**config.mk**
```make
export PLATFORM = sky130hd
export DESIGN_NAME = serial_adder
export DESIGN_NICKNAME = d
export VERILOG_FILES = /design/src/rtl/serial_adder.sv
export SDC_FILE = /design/constraint.sdc
export NUM_CORES = 1
export LEC_CHECK = 0
export ABC_CLOCK_PERIOD_IN_PS = 1400
export CAP_MARGIN = 5
export CELL_PAD_IN_SITES_DETAIL_PLACEMENT = 0
export CELL_PAD_IN_SITES_GLOBAL_PLACEMENT = 1
export CORE_UTILIZATION = 36
export DETAILED_ROUTE_END_ITERATION = 12
export GPL_TIMING_DRIVEN = 0
export HOLD_SLACK_MARGIN = 0.08
export PLACE_DENSITY_LB_ADDON = 0.1
export SLEW_MARGIN = 20
export SYNTH_ARGS = -nofsm -noshare
export SYNTH_HDL_FRONTEND = slang
export SYNTH_SLANG_ARGS = --single-unit
```
**constraint.sdc**
```tcl
create_clock -name clk -period 1.4 [get_ports clk]
set_clock_uncertainty 0.15 [all_clocks]
set_input_delay 0.14 -clock clk [delete_from_list [all_inputs] [get_ports clk]]
set_output_delay 0.14 -clock clk [all_outputs]
set_load 0.05 [all_outputs]
```
**src/rtl/serial_adder.sv**
```systemverilog
// ---------------------------------------------------------------------------
// serial_adder
//   Bit-serial N-bit adder. Two halfadder cells are chained as a full adder
//   and a registered carry closes the loop, so one result bit is produced
//   per clock, LSB first. Operands are captured on a start strobe. The
//   parallel sum and carry-out are presented with a one-cycle done pulse.
//
//   Parameters:
//     N      operand/result width in bits (2..32), default 8
//
//   Ports:
//     clk    in   1  system clock, rising edge
//     rst    in   1  synchronous active-high reset
//     start  in   1  request strobe, sampled only while idle
//     sub    in   1  (SERIAL_ADDER_SUB_EN only) subtract a - b, captured with start
//     a      in   N  operand A, captured on accepted start
//     b      in   N  operand B, captured on accepted start
//     busy   out  1  high while an operation is running or completing
//     done   out  1  one-cycle pulse, sum/cout valid from this cycle on
//     sum    out  N  registered result, held until the next completion
//     cout   out  1  registered carry-out of bit N-1, held with sum
//
//   Optional feature macro: SERIAL_ADDER_SUB_EN
//     Adds the sub port. With sub=1, B is loaded inverted and the carry
//     starts at 1 (two's complement), so sum = a - b mod 2^N and cout=1
//     means no borrow. Cycle timing is the same in both builds.
// ---------------------------------------------------------------------------

// Single-bit combinational half adder cell.
module halfadder (
  input  logic a,
  input  logic b,
  output logic s,
  output logic c
);
  assign s = a ^ b;
  assign c = a & b;
endmodule

module serial_adder #(
  parameter int N = 8
) (
  input  logic         clk,
  input  logic         rst,
  input  logic         start,
`ifdef SERIAL_ADDER_SUB_EN
  input  logic         sub,
`endif
  input  logic [N-1:0] a,
  input  logic [N-1:0] b,
  output logic         busy,
  output logic         done,
  output logic [N-1:0] sum,
  output logic         cout
);

  localparam int CW = (N > 1) ? $clog2(N) : 1;

  typedef enum logic [1:0] {
    IDLE,
    RUN,
    DONE
  } state_t;

  state_t         state, state_nxt;

  logic [N-1:0]   a_sh, b_sh, res_sh;
  logic           carry;
  logic [CW-1:0]  cnt;
  logic           last_bit;

  logic           s1, c1, s2, c2;
  logic [N-1:0]   b_load;
  logic           carry_init;

  // Full adder built from the two unmodified half adder cells.
  halfadder u_ha0 (.a(a_sh[0]), .b(b_sh[0]), .s(s1), .c(c1));
  halfadder u_ha1 (.a(s1),      .b(carry),   .s(s2), .c(c2));

  assign last_bit = (cnt == CW'(N - 1));

`ifdef SERIAL_ADDER_SUB_EN
  // Two's complement subtraction: a + ~b + 1.
  assign b_load     = sub ? ~b : b;
  assign carry_init = sub;
`else
  assign b_load     = b;
  assign carry_init = 1'b0;
`endif

  // State register.
  // NOTE: clocked state uses non-blocking (<=) so every flop samples
  // pre-edge values; blocking here would create order-dependent races.
  always_ff @(posedge clk) begin
    if (rst) state <= IDLE;
    else     state <= state_nxt;
  end

  // Next-state and status outputs.
  // NOTE: every output of this block gets a default first, so no path
  // leaves a signal unassigned and no latch is inferred.
  always_comb begin
    state_nxt = state;
    busy      = 1'b0;
    done      = 1'b0;
    unique case (state)
      IDLE: if (start) state_nxt = RUN;
      RUN: begin
        busy = 1'b1;
        if (last_bit) state_nxt = DONE;
      end
      DONE: begin
        busy      = 1'b1;
        done      = 1'b1;
        state_nxt = IDLE;
      end
      default: state_nxt = IDLE;
    endcase
  end

  // Datapath: operand shift registers, carry flop, bit counter, result.
  // NOTE: these are plain flops, not a memory array, so they are all
  // cleared by reset; a mid-operation reset must not leak stale bits.
  always_ff @(posedge clk) begin
    if (rst) begin
      a_sh   <= '0;
      b_sh   <= '0;
      res_sh <= '0;
      carry  <= 1'b0;
      cnt    <= '0;
      sum    <= '0;
      cout   <= 1'b0;
    end else begin
      unique case (state)
        IDLE: begin
          if (start) begin
            a_sh   <= a;
            b_sh   <= b_load;
            res_sh <= '0;
            carry  <= carry_init;
            cnt    <= '0;
          end
        end
        RUN: begin
          // New bit enters at the MSB; after N shifts bit 0 sits at the LSB.
          res_sh <= {s2, res_sh[N-1:1]};
          a_sh   <= a_sh >> 1;
          b_sh   <= b_sh >> 1;
          carry  <= c1 | c2;
          cnt    <= cnt + 1'b1;
          if (last_bit) begin
            sum  <= {s2, res_sh[N-1:1]};
            cout <= c1 | c2;
          end
        end
        default: ;
      endcase
    end
  end

endmodule
```
==> flow_summary_export.csv, run 1 <==
group,metric,value,unit
routing,drc,3,
clock_tree,cts_inserted_buffers,5,
clock_tree,cts_tree,"built",
worst_setup_path,cp-end-kind,"flop",
floorplanning,start_util,38.7,%
timing,fin_ws,-0.162,ns
cells_and_area,drive_gt1_share,40.3,%
synth,ys_seq_area_share,43.9,%
cells_and_area,fin_cells,263,
status,status,"finished with violations",
status,violations,"DRC, setup timing",
synth,synth_xor_xnor_area_share,0,%
synth,ys_warn_count,0,
clock_tree,cts.sinks,38,
worst_setup_path,cp_max_fo,5,
clock_tree,root_buffer,"clkbuf_8",
power_and_ir_drop,powerDensity,1050,mW/mm^2
clock_tree,cts_max_level,2,
routing,drtPass1Iterations,8,
timing,relSlewSlack,56.1,%
synth,synth-edff-count,0,
worst_setup_path,worst_setup_path_start_kind,"flop",
synth,syn_avg_cell_area,10.2,sq um
synth,yosys.area.top_type,"dfxtp_1",
synth,ys_seq_elements,38,
timing,min_period_over_period,112,%
cells_and_area,fillCellCount,377,
synth,synth_adder_area_share,4.77,%
clock_tree,clk_latency,0.29,ns
synth,synthCells,169,
timing,fmax,640,MHz
cells_and_area,mostFrequentLayoutCell,"dfxtp_1",
floorplanning,boundaryPins,30,
grt,grt_max_degree,13,
place,placed_cells,249,
floorplanning,die-area,0.00509,sq mm
routing,drt_iter0_markers,23,
grt,antenna_found_initial,0,
synth,yosys-top-cells-area,"dfxtp_1, a211oi_2, mux2i_1, a32oi_1, nor2_2",
worst_setup_path,required,1.47,ns
synth,yosys.area_share.simple,15.3,%
timing,rsz0062_at_grt,"yes",
power_and_ir_drop,ir_worst_vdd,0.566,mV
place,dp_hpwl,2.59,mm
floorplanning,die_x,71.4,microns
clock_tree,clk_path_buf_depth,2,
timing,setup_viol,28,
timing,maxSlewViolCount,0,
floorplanning,core,0.00447,sq mm
synth,synth.distinct_cells,23,
synth,synth-async-reset-ratio,0,%
routing,wl,4.03,mm
worst_setup_path,critical_path_class,"flop to flop",
floorplanning,rows,24,
worst_setup_path,worstRegToRegCells,7,
grt,grt_pass1_wl,6.84,mm
place,io_buffers,28,
timing,worstMarginPinSlew,0.659,ns
synth,synth_area,0.00173,sq mm
routing,wl_per_cell,15.3,microns
synth,synth_compound_area_share,19.7,%
place,pre_cts_ws,-0.321,ns
routing,antenna_left,0,
cells_and_area,mostFrequentLayoutCells,"dfxtp_1, clkdlybuf4s50_1, mux2i_1, a211oi_2, nor2_4",
grt,grt_usage,17.3,%
flow_run,cap_violations,0,
synth,syn_nets,194,
synth,synth_top_family_by_area,"compound AO/OA/AOI/OAI gates",
routing,num_vias,1362,
floorplanning,die_height,71.4,microns
hold_path,hold_depth,2,
worst_setup_path,arrival,1.63,ns
cells_and_area,nets,235,
grt,gr-total-overflow,0,
power_and_ir_drop,p_leak,0.000890,uW
clock_tree,clk_pin_slew,0.07,ns
synth,synth_mux_area_share,9.54,%
place,gp_congestion,0.741,
grt,grt_pass1_vias,1489,
synth,synth_top_area_share,43.9,%
timing,fin_crit,1.56,ns
cells_and_area,syn_to_final_growth,45.2,%
cells_and_area,antenna_cells,0,
synth,synth_top_flop_cell,"dfxtp_1",
routing,viasPerCell,5.18,
hold_path,hp-class,"primary input to flop",
timing,hold_violations,0,
==> final cells by class <==
| cell class | count | area [sq um] | share of cell area (%) |
|---|---|---|---|
| inverters | 3 | 16.3 | 0.647 |
| plain buffers | 14 | 156 | 6.22 |
| repair buffers | 34 | 378 | 15.0 |
| multi-input cells | 114 | 1030 | 41.1 |
| flip-flops and latches | 38 | 769 | 30.6 |
| well taps | 52 | 65.1 | 2.59 |
| clock buffers | 6 | 82.6 | 3.29 |
| clock inverters | 2 | 12.5 | 0.498 |
==> flip-flops by register name, indices dropped and copies added (netlist names) <==
register and count:
a_sh 8, b_sh 8, sum 8, res_sh 7, cnt 3, state 2, carry 1, cout 1
==> per-layer routing <==
layer	routed length, microns	vias to the layer above	track usage, %
li1	-	681	-
met1	1810	649	20.5
met2	1960	23	29.0
met3	149	9	5.34
met4	105	0	7.56
met5	0	-	0
==> cells by family after synthesis <==
logic type	count (synthesis)
simple gates	53
compound gates	39
flops	38
buf+inv	17
mux	16
fa+ha+maj	6
==> final timing paths <==
check                                            from              endpoint  slack [ns]
worst min register to register    sum[3]$_SDFFE_PP0P_   sum[3]$_SDFFE_PP0P_        0.31
worst max register to register  state[0]$_SDFFE_PP0P_   cnt[0]$_SDFFE_PP0P_       -0.16
worst min-delay path                              rst  b_sh[0]$_SDFFE_PP0P_        0.03
worst max-delay path            state[0]$_SDFFE_PP0P_   cnt[0]$_SDFFE_PP0P_       -0.16
==> power breakdown <==
part	leakage (uW)	internal [uW]	total, uW	switching, uW
logic	0.000530	329	636	307
registers	0.000312	1140	1200	61.2
clock network	0.0000472	396	793	397
total	0.000890	1870	2630	765
==> synth_stat cells (3+ instances only) <==
library cell,count
nand3b_1,3
nand3_1,9
nand2_1,13
a21oi_1,14
a211oi_2,14
ha_1,5
mux2i_1,15
a32oi_1,10
dfxtp_1,38
inv_1,3
nor2_2,14
nor2_1,10
buf_2,5
clkbuf_1,4
==> metrics by stage <==
stage | util [%] | power [uW] | instance area [sq um] | setup TNS [ns] | hold WS (ns)
after floorplan | - | 1570 | 1750 | -0.389 | 0.154
after global placement | 46.9 | 1680 | 2100 | -5.97 | 0.296
after detailed placement | 46.9 | 1690 | 2100 | -6.74 | 0.296
after CTS | 53.9 | 2610 | 2410 | -3.07 | 0.0203
after global routing | 56.2 | 2760 | 2510 | -4.84 | 0.0491
final | 56.2 | 2630 | 2510 | -3.54 | 0.0337
==> critical path: stages, from the launching register on <==
cell	delay, ns
dfxtp_4	0.37
inv_4	0.06
ha_4	0.14
buf_6	0.11
mux2i_4	0.31
buf_6	0.18
nand2_1	0.06
a21oi_1	0.11
==> what timing repair did <==
item	in CTS	in global routing
gates resized for setup	76	23
endpoints found under the hold margin	8	7
setup endpoints to repair	49	40
buffers inserted	4	0
gates cloned	2	0
pin swaps	4	7
No activity file was read; power rests on OpenSTA's default activity.
==> inputs of run 2 (changes only) <==
--- a/config.mk
+++ b/config.mk
@@ -9,6 +9,7 @@
 export CAP_MARGIN = 5
 export CELL_PAD_IN_SITES_DETAIL_PLACEMENT = 0
 export CELL_PAD_IN_SITES_GLOBAL_PLACEMENT = 1
+export CORE_ASPECT_RATIO = 0.6
 export CORE_UTILIZATION = 36
 export DETAILED_ROUTE_END_ITERATION = 12
 export GPL_TIMING_DRIVEN = 0
==> run 2 against run 1 <==
Net effect: final cell count is 6.8% higher; register-to-register slack hardly changed; non-clock buffer count is 7 higher; worst hold slack better by 0.21 ns; the run ends with setup timing left.
==> flow_summary_export.csv, run 2 (same netlist as run 1, synthesis figures left out) <==
group,metric,value,unit
worst_setup_path,slowest_delay,0.38,ns
worst_setup_path,arrival,1.57,ns
worst_setup_path,crit_chain,"inv_4, ha_4, mux2_4, buf_12, nand3b_1, a21oi_2",
floorplanning,die_x,91.5,microns
timing,setup_viol,29,
status,violations,"setup timing",
floorplanning,core,0.00459,sq mm
clock_tree,cts.sinks,38,
routing,viasPerCell,5.16,
timing,maxSlewViolCount,0,
power_and_ir_drop,ir_worst_vdd,0.581,mV
floorplanning,boundaryPins,30,
clock_tree,clk_pin_slew,0.07,ns
timing,rsz0062_at_grt,"yes",
cells_and_area,drive_gt1_share,41.3,%
routing,wl,4.35,mm
worst_setup_path,critical_path_class,"flop to flop",
worst_setup_path,r2r-start,"state[0]$_SDFFE_PP0P_",
power_and_ir_drop,power,2970,uW
timing,fin_ws,-0.174,ns
routing,drtPass1Iterations,4,
grt,antenna_found_initial,0,
grt,grt_usage,16.8,%
cells_and_area,layout_top_registers,"a_sh: 8 flops, b_sh: 8 flops, sum: 8 flops",
worst_setup_path,cp-end-kind,"flop",
timing,relSlewSlack,51.8,%
cells_and_area,fillCellCount,412,
routing,drt_iter0_markers,72,
timing,hold_violations,0,
worst_setup_path,required,1.40,ns
cells_and_area,postLayoutCellArea,0.00262,sq mm
worst_setup_path,cp_max_fo,5,
timing,min_period_over_period,112,%
status,status,"finished with violations",
floorplanning,die-area,0.00510,sq mm
place,io_buffers,28,
cells_and_area,mostFrequentLayoutCells,"dfxtp_1, clkdlybuf4s50_1, mux2i_1, a211oi_2, nand2_1",
hold_path,hold_start,"rst",
clock_tree,cts_tree,"built",
timing,hold_ws,0.239,ns
flow_run,cap_violations,0,
place,dp_hpwl,2.71,mm
floorplanning,die_height,55.7,microns
timing,fmax,635,MHz
cells_and_area,syn_to_final_growth,51.3,%
grt,grt_pass1_wl,6.64,mm
worst_setup_path,cp_slowest_cell,"dfxtp_4",
hold_path,hp-class,"primary input to flop",
grt,gr-total-overflow,0,
place,post_dp_cell_area,0.00211,sq mm
grt,grt_max_degree,14,
place,gp_congestion,0.768,
power_and_ir_drop,p_leak,0.000940,uW
timing,fin_crit,1.57,ns
timing,worstMarginPinSlew,0.723,ns
routing,antenna_left,0,
cells_and_area,final_util,57.1,%
floorplanning,start_util,37.7,%
grt,grt_pass1_vias,1352,
clock_tree,cts_inserted_buffers,5,
worst_setup_path,worst_setup_path_start_kind,"flop",
routing,drc,0,
clock_tree,clk_latency,0.29,ns
cells_and_area,mostFrequentLayoutCell,"dfxtp_1",
routing,num_vias,1449,
floorplanning,rows,19,
clock_tree,root_buffer,"clkbuf_8",
cells_and_area,nets,242,
routing,wl_per_cell,15.5,microns
cells_and_area,antenna_cells,0,
clock_tree,clk_path_buf_depth,2,
power_and_ir_drop,powerDensity,1130,mW/mm^2
clock_tree,cts_max_level,2,
worst_setup_path,critPathLaunch,"state[0]$_SDFFE_PP0P_",
==> run 2: cell count changes in the layout (fill, tap and decap cells not counted), sizes merged <==
cell	delta
dlygate4sd3	+3
bufinv	+2
clkinvlp	-1
buf	+4
clkbuf	-1
==> run 2: worst paths after layout <==
| kind | end | slack (ns) | cells past startpoint |
|---|---|---|---|
| setup reg to reg | b_sh[7]$_SDFFE_PP0P_ | -0.17 | 6 |
| setup / recovery | b_sh[7]$_SDFFE_PP0P_ | -0.17 | 6 |
| hold reg to reg | sum[0]$_SDFFE_PP0P_ | 0.31 | 2 |
| hold / removal | b_sh[7]$_SDFFE_PP0P_ | 0.24 | 2 |
==> run 2: area by class of cell <==
cell class / instances / area, sq um / area share, %
multi-input cells: 114 / 1000 / 38.3
well taps: 63 / 78.8 / 3.01
clock inverters: 3 / 68.8 / 2.63
clock buffers: 5 / 68.8 / 2.63
inverters: 3 / 16.3 / 0.621
plain buffers: 14 / 159 / 6.06
flip-flops and latches: 38 / 767 / 29.3
repair buffers: 41 / 459 / 17.5
==> run 2: stage by stage <==
stage	std cells	setup TNS, ns	setup slack (ns)
global route	281	-5.82	-0.230
detailed placement	260	-6.51	-0.335
finish	281	-3.88	-0.174
global placement	260	-6.12	-0.336
floorplan	169	-0.389	-0.0343
CTS	275	-3.74	-0.162
==> run 2: worst max-delay path, delay by kind of cell, from the launching register on <==
family	cells	cell delay [ns]
compound gates	1	0.06
flops	1	0.38
fa+ha+maj	1	0.16
simple gates	1	0.10
buf+inv	2	0.20
mux	1	0.37
==> run 2: power by group <==
part           switching, uW  internal [uW]  leakage [uW]  total [uW]
Sequential              49.1           1140      0.000312        1190
Clock                    405            714     0.0000683        1120
Combinational            317            346      0.000560         663
==> run 2: layer usage <==
metal / global-route usage [%] / part of all wire (%)
met1: 25.2 / 52
met2: 24.1 / 45
met3: 4.23 / 3.8
met4: 4.08 / 0
met5: 0 / 0
==> run 2: what timing repair did <==
| item | 4_1_cts | 5_1_grt |
|---|---|---|
| gates resized for setup | 74 | 17 |
| gates cloned | 2 | 1 |
| endpoints found under the setup margin | 49 | 40 |
| hold endpoints to repair | 7 | 1 |
| buffers inserted | 5 | 2 |
| pin swaps | 5 | 4 |
==> inputs of run 3 (changes only) <==
--- a/config.mk
+++ b/config.mk
@@ -15,6 +15,7 @@
 export GPL_TIMING_DRIVEN = 0
 export HOLD_SLACK_MARGIN = 0.08
 export PLACE_DENSITY_LB_ADDON = 0.1
+export REMOVE_ABC_BUFFERS = 1
 export SLEW_MARGIN = 20
 export SYNTH_ARGS = -nofsm -noshare
 export SYNTH_HDL_FRONTEND = slang
==> run 3 against run 2 <==
Net effect: the flow still finishes with violations (setup timing); highest routed layer is now met4; critical endpoint is now a_sh[0]$_SDFFE_PP0P_; power shrank 8.2%; die area is the same; largest power group unchanged; first-iteration DRC count shrank 26%; final cell count shrank 4.6%; routed wire length shrank 8.2%.
==> flow_summary_export.csv, run 3 (same netlist as run 1, synthesis figures left out) <==
group,metric,value,unit
worst_setup_path,critical_path_class,"flop to flop",
cells_and_area,fin_cells,268,
worst_setup_path,cp_max_fo,8,
timing,hold_violations,0,
hold_path,hp-class,"primary input to flop",
routing,wl_per_cell,14.9,microns
clock_tree,cts_max_level,2,
routing,wl,3.99,mm
grt,gr-total-overflow,0,
timing,hold_ws,0.0847,ns
worst_setup_path,cp-end-kind,"flop",
clock_tree,cts_tree,"built",
timing,setup_viol,30,
grt,antenna_found_initial,0,
timing,maxSlewViolCount,0,
power_and_ir_drop,powerDensity,1100,mW/mm^2
cells_and_area,mostFrequentLayoutCells,"dfxtp_1, clkdlybuf4s50_1, a21oi_1, mux2i_1, a211oi_2",
clock_tree,root_buffer,"clkbuf_8",
cells_and_area,nets,229,
clock_tree,clk_pin_slew,0.08,ns
floorplanning,die-area,0.00510,sq mm
worst_setup_path,crit_chain,"inv_4, ha_4, mux2_8, nor2_2, a211oi_2",
routing,antenna_left,0,
timing,worstMarginPinSlew,0.424,ns
worst_setup_path,required,1.42,ns
grt,grt_max_degree,29,
timing,fin_crit,1.55,ns
status,violations,"setup timing",
floorplanning,die_height,55.7,microns
cells_and_area,mostFrequentLayoutCell,"dfxtp_1",
clock_tree,clk_path_buf_depth,2,
cells_and_area,regArea,768,sq um
power_and_ir_drop,ir_worst_vdd,0.434,mV
place,gp_congestion,0.664,
clock_tree,cts.sinks,38,
place,io_buffers,29,
timing,fmax,645,MHz
worst_setup_path,cp_slowest_cell,"mux2_8",
routing,drt_iter0_markers,53,
cells_and_area,drive_gt1_share,36.6,%
power_and_ir_drop,p_leak,0.000851,uW
floorplanning,rows,19,
clock_tree,clk_latency,0.29,ns
routing,num_vias,1372,
routing,drc,0,
status,status,"finished with violations",
timing,fin_ws,-0.150,ns
clock_tree,cts_inserted_buffers,5,
grt,grt_usage,16.7,%
cells_and_area,fillCellCount,427,
timing,relSlewSlack,71.6,%
floorplanning,die_x,91.5,microns
cells_and_area,multi_input_area,0.00106,sq mm
place,placed_cells,249,
worst_setup_path,slowest_delay,0.44,ns
worst_setup_path,arrival,1.57,ns
cells_and_area,syn_to_final_growth,43.0,%
place,pre_cts_ws,-0.697,ns
timing,min_period_over_period,111,%
routing,drtPass1Iterations,4,
cells_and_area,layout_top_registers,"a_sh: 8 flops, b_sh: 8 flops, sum: 8 flops",
floorplanning,core,0.00459,sq mm
grt,grt_pass1_vias,1368,
floorplanning,boundaryPins,30,
cells_and_area,antenna_cells,0,
worst_setup_path,worst_setup_path_start_kind,"flop",
floorplanning,start_util,37.7,%
grt,grt_pass1_wl,6.69,mm
timing,rsz0062_at_grt,"yes",
flow_run,cap_violations,0,
routing,viasPerCell,5.12,
place,dp_hpwl,2.22,mm
==> run 3: worst paths after layout <==
check / start / to / slack, ns / cells past startpoint
worst max-delay path: state[1]$_SDFFE_PP0P_ / a_sh[0]$_SDFFE_PP0P_ / -0.15 / 5
worst min-delay path: rst / res_sh[4]$_SDFFE_PP0P_ / 0.08 / 2
worst max register to register: state[1]$_SDFFE_PP0P_ / a_sh[0]$_SDFFE_PP0P_ / -0.15 / 5
worst min register to register: sum[5]$_SDFFE_PP0P_ / sum[5]$_SDFFE_PP0P_ / 0.31 / 2
==> run 3: per-layer routing <==
metal  GRT usage (%)  vias up  part of all wire (%)
li1                -      683                     -
met1            23.6      659                    52
met2            25.0       28                    43
met3            4.92        2                   4.0
met4            3.85        0                  0.43
met5               0        -                     0
==> run 3: final cells by class <==
cell class                 instances  share of cell area [%]
multi-input combinational        118                    42.8
clock buffer                       5                    2.78
inverter                           3                   0.657
timing repair buffer              38                    17.7
clock inverter                     3                    1.82
sequential                        38                    31.0
tap                               63                    3.18
==> run 3: metrics by stage <==
stage	util [%]	instance area, sq um	TNS [ns]	total power (uW)
final	54.0	2480	-3.21	2730
after global routing	54.0	2480	-5.52	2860
after floorplan	-	1630	-36.46	1490
after detailed placement	44.6	2050	-20.28	1650
after CTS	52.8	2420	-2.71	2720
after global placement	43.5	1990	-59.80	1610
==> run 3: repair_timing <==
action,CTS,global route
hold endpoints to repair,0,0
gates resized for setup,71,8
endpoints found under the setup margin,49,40
cloned,3,1
setup buffers,6,1
pin swaps,6,8
hold buffers,0,0
==> run 3: worst max-delay path, delay by kind of cell (launching register included) <==
kind,cells,cell delay [ns]
mux,1,0.44
flops,1,0.36
fa+ha+maj,1,0.23
simple gates,1,0.11
buf+inv,1,0.07
compound gates,1,0.05
==> run 3: report_power, final <==
group	total (uW)	switching, uW	internal [uW]
Clock	930	400	530
Combinational	604	303	301
Sequential	1190	56.1	1140
Total	2730	760	1970
